==> src/rtl/wrapped_core_wir_wby_if.sv <==
// Wrapper serial/parallel port and functional pin bundle for wrapped_core_wir_wby.
`default_nettype none

interface wrapped_core_wir_wby_if;
    logic       SelectWIR;
    logic       ShiftWR;
    logic       CaptureWR;
    logic       UpdateWR;
    logic       WSI;
    logic       WSO;
    logic       WPSE;
    logic [3:0] WPSI;
    logic [3:0] WPSO;
    logic [5:0] ADDR;
    logic [7:0] DIN;
    logic [7:0] Dout;

    modport master (
        output SelectWIR, ShiftWR, CaptureWR, UpdateWR, WSI, WPSE, WPSI, ADDR, DIN,
        input  WSO, WPSO, Dout
    );

    modport slave (
        input  SelectWIR, ShiftWR, CaptureWR, UpdateWR, WSI, WPSE, WPSI, ADDR, DIN,
        output WSO, WPSO, Dout
    );
endinterface

`default_nettype wire

==> src/rtl/wrapped_core_wir_wby.sv <==
// IEEE 1500-style wrapper (WIR, WBY, 22-bit WBR, parallel port) around an adder core.
// Revision: 1.0
`default_nettype none

module wrapped_core_wir_wby #(
    parameter int WIR_LEN = 3,
    parameter int WBR_LEN = 22
) (
    input  wire logic             WRCK,
    input  wire logic             RESET,
    wrapped_core_wir_wby_if.slave wp
);

    localparam logic [WIR_LEN-1:0] WS_INTEST = WIR_LEN'(1);
    localparam logic [WIR_LEN-1:0] WS_EXTEST = WIR_LEN'(2);

    logic [WIR_LEN-1:0] wir_shift;
    logic [WIR_LEN-1:0] wir_active;
    logic               wby;
    logic [WBR_LEN-1:0] wbr_shift;
    logic [WBR_LEN-1:0] wbr_upd;
    logic [7:0]         core_q;
    logic [3:0]         wpso_q;

    logic               is_intest;
    logic               is_bypass;
    logic               do_shift;
    logic               do_capture;
    logic               wir_sel;
    logic               wby_sel;
    logic               wbr_sel;
    logic [5:0]         core_addr;
    logic [7:0]         core_din;

    // Unknown codes fall back to bypass so the core stays functional.
    assign is_intest = (wir_active == WS_INTEST);
    assign is_bypass = (wir_active != WS_INTEST) && (wir_active != WS_EXTEST);

    // Shift and capture together is the apply/hold state.
    assign do_shift   = wp.ShiftWR & ~wp.CaptureWR;
    assign do_capture = wp.CaptureWR & ~wp.ShiftWR;

    assign wir_sel = wp.SelectWIR;
    assign wby_sel = ~wp.SelectWIR & is_bypass;
    assign wbr_sel = ~wp.SelectWIR & ~is_bypass;

    always_comb begin
        core_addr = wp.ADDR;
        core_din  = wp.DIN;
        if (is_intest) begin
            core_addr = wbr_upd[WBR_LEN-1 -: 6];
            core_din  = wbr_upd[15:8];
        end
    end

    assign wp.Dout = is_bypass ? core_q : wbr_upd[7:0];
    assign wp.WSO  = wir_sel ? wir_shift[0] : (wby_sel ? wby : wbr_shift[0]);
    assign wp.WPSO = wpso_q;

    always_ff @(posedge WRCK) begin
        if (RESET) begin
            wir_shift  <= '0;
            wir_active <= '0;
        end else if (wir_sel) begin
            if (do_shift) begin
                wir_shift <= {wp.WSI, wir_shift[WIR_LEN-1:1]};
            end else if (do_capture) begin
                wir_shift <= wir_active;
            end
            if (wp.UpdateWR) begin
                wir_active <= wir_shift;
            end
        end
    end

    always_ff @(posedge WRCK) begin
        if (RESET) begin
            wby <= 1'b0;
        end else if (wby_sel) begin
            if (do_shift) begin
                wby <= wp.WSI;
            end else if (do_capture) begin
                wby <= 1'b0;
            end
        end
    end

    always_ff @(posedge WRCK) begin
        if (RESET) begin
            wbr_shift <= '0;
            wbr_upd   <= '0;
        end else if (wbr_sel) begin
            if (do_shift) begin
                wbr_shift <= {wp.WSI, wbr_shift[WBR_LEN-1:1]};
            end else if (do_capture) begin
                wbr_shift <= {wp.ADDR, wp.DIN, core_q};
            end
            if (wp.UpdateWR) begin
                wbr_upd <= wbr_shift;
            end
        end
    end

    always_ff @(posedge WRCK) begin
        if (RESET) begin
            core_q <= '0;
            wpso_q <= '0;
        end else begin
            core_q <= core_din + {2'b00, core_addr};
            wpso_q <= wp.WPSE ? wp.WPSI : 4'b0000;
        end
    end

endmodule

`default_nettype wire

==> src/flat_wrapper.sv <==
// flat-port wrapper written by rule: the top's interface ports become plain ports
module wrapped_core_wir_wby_flat 
#(
    parameter int WIR_LEN = 3,
    parameter int WBR_LEN = 22
)
  (WRCK, RESET, wp_SelectWIR, wp_ShiftWR, wp_CaptureWR, wp_UpdateWR, wp_WSI, wp_WPSE, wp_WPSI, wp_ADDR, wp_DIN, wp_WSO, wp_WPSO, wp_Dout);
  wrapped_core_wir_wby_if wp_i ();
  input  wire logic WRCK;
  input  wire logic RESET;
  input wire logic [$bits(wp_i.SelectWIR)-1:0] wp_SelectWIR;
  input wire logic [$bits(wp_i.ShiftWR)-1:0] wp_ShiftWR;
  input wire logic [$bits(wp_i.CaptureWR)-1:0] wp_CaptureWR;
  input wire logic [$bits(wp_i.UpdateWR)-1:0] wp_UpdateWR;
  input wire logic [$bits(wp_i.WSI)-1:0] wp_WSI;
  input wire logic [$bits(wp_i.WPSE)-1:0] wp_WPSE;
  input wire logic [$bits(wp_i.WPSI)-1:0] wp_WPSI;
  input wire logic [$bits(wp_i.ADDR)-1:0] wp_ADDR;
  input wire logic [$bits(wp_i.DIN)-1:0] wp_DIN;
  output wire logic [$bits(wp_i.WSO)-1:0] wp_WSO;
  output wire logic [$bits(wp_i.WPSO)-1:0] wp_WPSO;
  output wire logic [$bits(wp_i.Dout)-1:0] wp_Dout;
  assign wp_i.SelectWIR = wp_SelectWIR;
  assign wp_i.ShiftWR = wp_ShiftWR;
  assign wp_i.CaptureWR = wp_CaptureWR;
  assign wp_i.UpdateWR = wp_UpdateWR;
  assign wp_i.WSI = wp_WSI;
  assign wp_i.WPSE = wp_WPSE;
  assign wp_i.WPSI = wp_WPSI;
  assign wp_i.ADDR = wp_ADDR;
  assign wp_i.DIN = wp_DIN;
  assign wp_WSO = wp_i.WSO;
  assign wp_WPSO = wp_i.WPSO;
  assign wp_Dout = wp_i.Dout;
  wrapped_core_wir_wby #(.WIR_LEN(WIR_LEN), .WBR_LEN(WBR_LEN)) u_core (.WRCK(WRCK), .RESET(RESET), .wp(wp_i));
endmodule
==> config.mk <==
export PLATFORM = sky130hd
export DESIGN_NAME = wrapped_core_wir_wby_flat
export DESIGN_NICKNAME = d
export VERILOG_FILES = /design/src/rtl/wrapped_core_wir_wby_if.sv /design/src/rtl/wrapped_core_wir_wby.sv /design/src/flat_wrapper.sv
export SDC_FILE = /design/constraint.sdc
export NUM_CORES = 1
export LEC_CHECK = 0
export ABC_AREA = 1
export BUFFER_PORTS_ARGS = -buffer_cell sky130_fd_sc_hd__buf_2
export CORE_ASPECT_RATIO = 0.6
export CORE_MARGIN = 3
export CORE_UTILIZATION = 54
export CTS_BUF_LIST = sky130_fd_sc_hd__clkbuf_2
export DETAILED_ROUTE_END_ITERATION = 10
export PLACE_DENSITY = 0.81
export SETUP_SLACK_MARGIN = 0.2
export SLEW_MARGIN = 0
export SYNTH_ARGS = -nofsm -noshare
export SYNTH_HDL_FRONTEND = slang
export SYNTH_SLANG_ARGS = --single-unit
export TNS_END_PERCENT = 10
==> constraint.sdc <==
create_clock -name WRCK -period 2.2 [get_ports WRCK]
set_clock_uncertainty 0.1 [all_clocks]
set_input_delay 0.55 -clock WRCK [delete_from_list [all_inputs] [get_ports WRCK]]
set_output_delay 0.55 -clock WRCK [all_outputs]
set_load 0.05 [all_outputs]
* Word level (Yosys, flattened, before mapping)
Cells that the tools add are included. W data, S select, Z words.
Cells by class: add/subtract/negate cells 1, equal/unequal tests 3, muxes and demuxes 11, bitwise logic cells 9, reductions and logical operators 8
Operator list (number):
- $mux W22 | 2
- $mux W8 | 2
- $reduce_and A2 Y1 | 5
- $add A8 B6 Y8 | 1
- $mux W3 | 2
- $mux W6 | 1
- $not A1 Y1 | 5
- $and A1 B1 Y1 | 4
- $mux W1 | 4
- $eq A3 B1 Y1 const B | 1
- $ne A3 B1 Y1 const B | 1
- $ne A3 B2 Y1 const B | 1
- $reduce_bool A2 Y1 | 1
- $reduce_or A2 Y1 | 1
- $logic_and A1 B1 Y1 | 1
Word-level totals: bits in registers 63, word-level logic and storage cells 39

* Logic depth before layout (Yosys ltp)
word-level depth 5, mapped depth 15, depth with buffers taken out 13

* Worst setup path after synthesis
No wires, ideal clock.
path kind register to output, start register u_core.wir_active[0], end output port wp_WSO, arrival 2.513 ns, required time 1.550 ns, path slack -0.963 ns, cell stages (with the launch flop) 6, path buffers 1, cell sequence dfxtp_1 -> nor2_1 -> nand2_1 -> nand2_2 -> buf_6 -> o311ai_0
Between the ends: longest elaborated chain between the ends 5, elaborated cells between the ends (all ways) 6
RTL lines:
- start: declaration | RTL line wrapped_core_wir_wby.sv:18 | logic [WIR_LEN-1:0] wir_active;
- start signal: assignment | RTL line wrapped_core_wir_wby.sv:71 | wir_active <= wir_shift;
- $ne A3 B1 Y1 or $ne A3 B2 Y1 (tied branches) | RTL line wrapped_core_wir_wby.sv:37 | assign is_bypass = (wir_active != WS_INTEST) && (wir_active != WS_EXTEST);
- $logic_and A1 B1 Y1 * | RTL line wrapped_core_wir_wby.sv:37
- $and A1 B1 Y1 * | RTL line wrapped_core_wir_wby.sv:44 | assign wby_sel = ~wp.SelectWIR & is_bypass;
- $mux W1 * (2 in a row) | RTL line wrapped_core_wir_wby.sv:57 | assign wp.WSO = wir_sel ? wir_shift[0] : (wby_sel ? wby : wbr_shift[0]);
- end: declaration | RTL line flat_wrapper.sv:20 | output wire logic [$bits(wp_i.WSO)-1:0] wp_WSO;
Every way passes the cells marked *; elsewhere a longest branch is shown, timed or not.

* Worst setup path in the final report
start register u_core.wir_active[1], end output port wp_Dout[1]
Between the ends: longest elaborated chain between the ends 3, elaborated cells between the ends (all ways) 4
RTL lines:
- $ne A3 B1 Y1 or $ne A3 B2 Y1 (tied branches) | RTL line wrapped_core_wir_wby.sv:37
- $logic_and A1 B1 Y1 * | RTL line wrapped_core_wir_wby.sv:37
- $mux W8 * | RTL line wrapped_core_wir_wby.sv:56 | assign wp.Dout = is_bypass ? core_q : wbr_upd[7:0];
- end: declaration | RTL line flat_wrapper.sv:22 | output wire logic [$bits(wp_i.Dout)-1:0] wp_Dout;
Marked as above.

==> summary.md <==
| Metric | Value |
|---|---|
| Minimum clock period | 2.38 ns |
| ANT nets after route | 0 |
| Routed vias/inst | 5.22 |
| Synth area leaders | dfxtp_1 (42%), o21ai_0 (13%), a21oi_1 (9.6%) |
| Critical Path AT | 1.73 ns |
| CTS sink count | 63 |
| Core area | 0.00520 mm2 |
| PD cells | 754 mW/mm2 |
| Slew Viols, Final | 0 |
| Final wirelength | 6.99 mm |
| Cell type with the largest total area after synthesis | dfxtp_1 |
| Commonest non-fill, non-tap cell in the layout | inv_1 |
| Net count after synthesis | 455 |
| Clock Latency Late Sink | 0.47 ns |
| CP Cell Sequence | inv_2 > buf_6 > nor2_4 > nand2_4 > nand2_8 > buf_12 > nand2_4 > o21ai_4 > buf_6 |
| Setup TNS | -1.74 ns |
| Die Ht | 63.6 um |
| Share of layout cells above drive strength 1 | 23.3% |
| Die width | 102 um |
| Post-Place Setup Slack | -0.0190 ns |
| IO buf count | 38 |
| Worst setup path start | u_core.wir_active[1] |
| Hold-fix buffers, CTS | 0 |
| Gr usage total | 23.1% |
| CP max stage cell | dfxtp_2 |
| Failing checks | setup timing |
| RR Startpoint | u_core.wir_active[1] |
| Initial cell density of the core | 57.3% |
| R2r setup slk | -0.16 ns |
| Reg clk slew, reported paths | 0.17 ns |
| Highest net fanout along the worst path | 8 |
| Post-Syn Area | 0.00298 mm2 |
| Mean Syn Cell Area | 7.09 um2 |
| Final Non-Filler Cells | 539 |
| Relative slew slack | 71.9% |
| Register area share after synthesis | 42.3% |
| HP Class | in2reg |
| Residual DRC | 0 |
| I/O Pins | 39 |
| Final setup fails | 13 |
| Status | finished with violations |
| Fmax | 420 MHz |
| Gate Count Post-Synth | 421 |
| Row cnt | 20 |
| MaxCap Viol Count | 0 |
| Starting DRT DRC Count | 146 |
| GRT overflow | 0 |
| Routed via count | 2,811 |
| Worst setup SP type | register |
| Antenna violations before repair | 0 |
| Nature of the critical path endpoint | output pin |
| Synth unique cells | 25 |
| Buffer depth of the longest clock path | 2 |
| DP HPWL | 4.76 mm |
| Min-Delay Startpoint | wp_WPSI[0] |
| Number of fill cells | 438 |
| Most frequent cells in the layout | inv_1 (72), dfxtp_1 (61), o21ai_0 (60) |
| Design area | 0.00371 mm2 |
| CTS buffer count | 9 |
| Slew @ Worst Pin | 0.421 ns |
| H-tree lvl count | 3 |
| RSZ-0062 raised after global routing | true |
| Routed wire per std cell | 13.0 um |
| Worst vdd ir | 557 uV |
| Global-route wire length before repair | 11.9 mm |
| Vias in the first global route | 2,634 |
| Die footprint | 0.00648 mm2 |
| Final hold violations | 0 |
| DP Cell Count | 519 |
| Final Worst Setup Slack | -0.178 ns |
| Data required time of the worst path | 1.55 ns |
| Tot Pwr | 2.80 mW |
| Layout area overhead | 24.4% |
| Yosys top cell area share | 42.3% |
| CTS tree | done |
| Critical path type | reg2out |
| Warnings, synthesis | 0 |
| Root buffer cell | clkbuf_2 |
| Crit path largest cell delay | 0.37 ns |
| FF+latch count, synth | 63 |
| Final worst-path cycle share | 108% |
| Gp weighted congestion | 0.930 |
| Largest net degree at the start of global routing | 57 |
| Post-DP Area | 0.00330 mm2 |
| Leak | 1.60 nW |
| Layout Nets | 502 |
| Hold Slack | 0.172 ns |
| Post-layout util | 71.3% |
| Inserted Diodes | 0 |
| TritonRoute pass-1 iters | 5 |
## worst max-delay path: cells and delay by family (launching register included)
family                 cells  cell delay, ns
buffers and inverters      4            0.48
and+or+nand+nor            4            0.36
DFF                        1            0.37
AOI/OAI and AO/OA          1            0.06
## final timing paths
path	end	cells after the start
hold reg to reg	u_core.wbr_upd[15]	2
setup reg to reg	u_core.core_q[7]	15
hold / removal	u_core.wp.WPSO[0]	3
setup / recovery	wp_Dout[1]	9
## flip-flops by register name, indices dropped and copies added (netlist names)
signal,count
u_core.wir_shift,3
u_core.wir_active,3
u_core.wby,1
u_core.wbr_upd,22
u_core.core_q,8
u_core.wbr_shift,22
u_core.wp.WPSO,4
## per-layer routing
layer / global-route usage, % / part of all wire (%) / up-vias
met5: 0 / 0 / -
met4: 6.22 / 1.1 / 0
met3: 5.20 / 7.1 / 11
met2: 34.5 / 42 / 82
met1: 33.4 / 49 / 1252
li1: - / - / 1466
## where the power goes
part           switching, mW  leakage, nW  internal (mW)
Clock                  0.396       0.0938          0.503
Combinational          0.405        0.987          0.251
Sequential            0.0304        0.515           1.21
## layout make-up
class | count | area [um2] | area share [%]
well taps | 66 | 82.6 | 2.22
multi-input cells | 261 | 1460 | 39.4
inverters | 74 | 278 | 7.48
flip-flops and latches | 63 | 1260 | 34.0
clock inverters | 4 | 93.8 | 2.53
repair buffers | 59 | 473 | 12.7
clock buffers | 12 | 60.1 | 1.62
## repair_timing
action	CTS	global route
cloned	1	0
setup endpoints to repair	15	16
resized for setup	53	16
pin swaps	6	1
setup buffers	3	0
## cells in the mapped netlist, drive strengths merged
library cell   n
o21ai         96
nor3           1
ha             7
a21oi         57
nor2          13
fa             1
nand3          8
nor3b          1
o21a           2
nand2         67
buf           11
inv           74
dfxtp         63
nand4          3
a31oi          3
o31ai          1
clkbuf        12
o311ai         1
## kinds of logic (layout without fill, tap and decap cells)
kind of cell / after synthesis / after routing / share of synthesized area [%]
AO/OA/AOI/OAI: 160 / 160 / 27.3
buffers and inverters: 97 / 149 / 13.7
AND/OR/NAND/NOR: 93 / 93 / 13.1
flip-flops: 63 / 63 / 42.3
adder cells (fa/ha/maj): 8 / 8 / 3.61
Note: power is estimated with default switching activity, not from simulation.
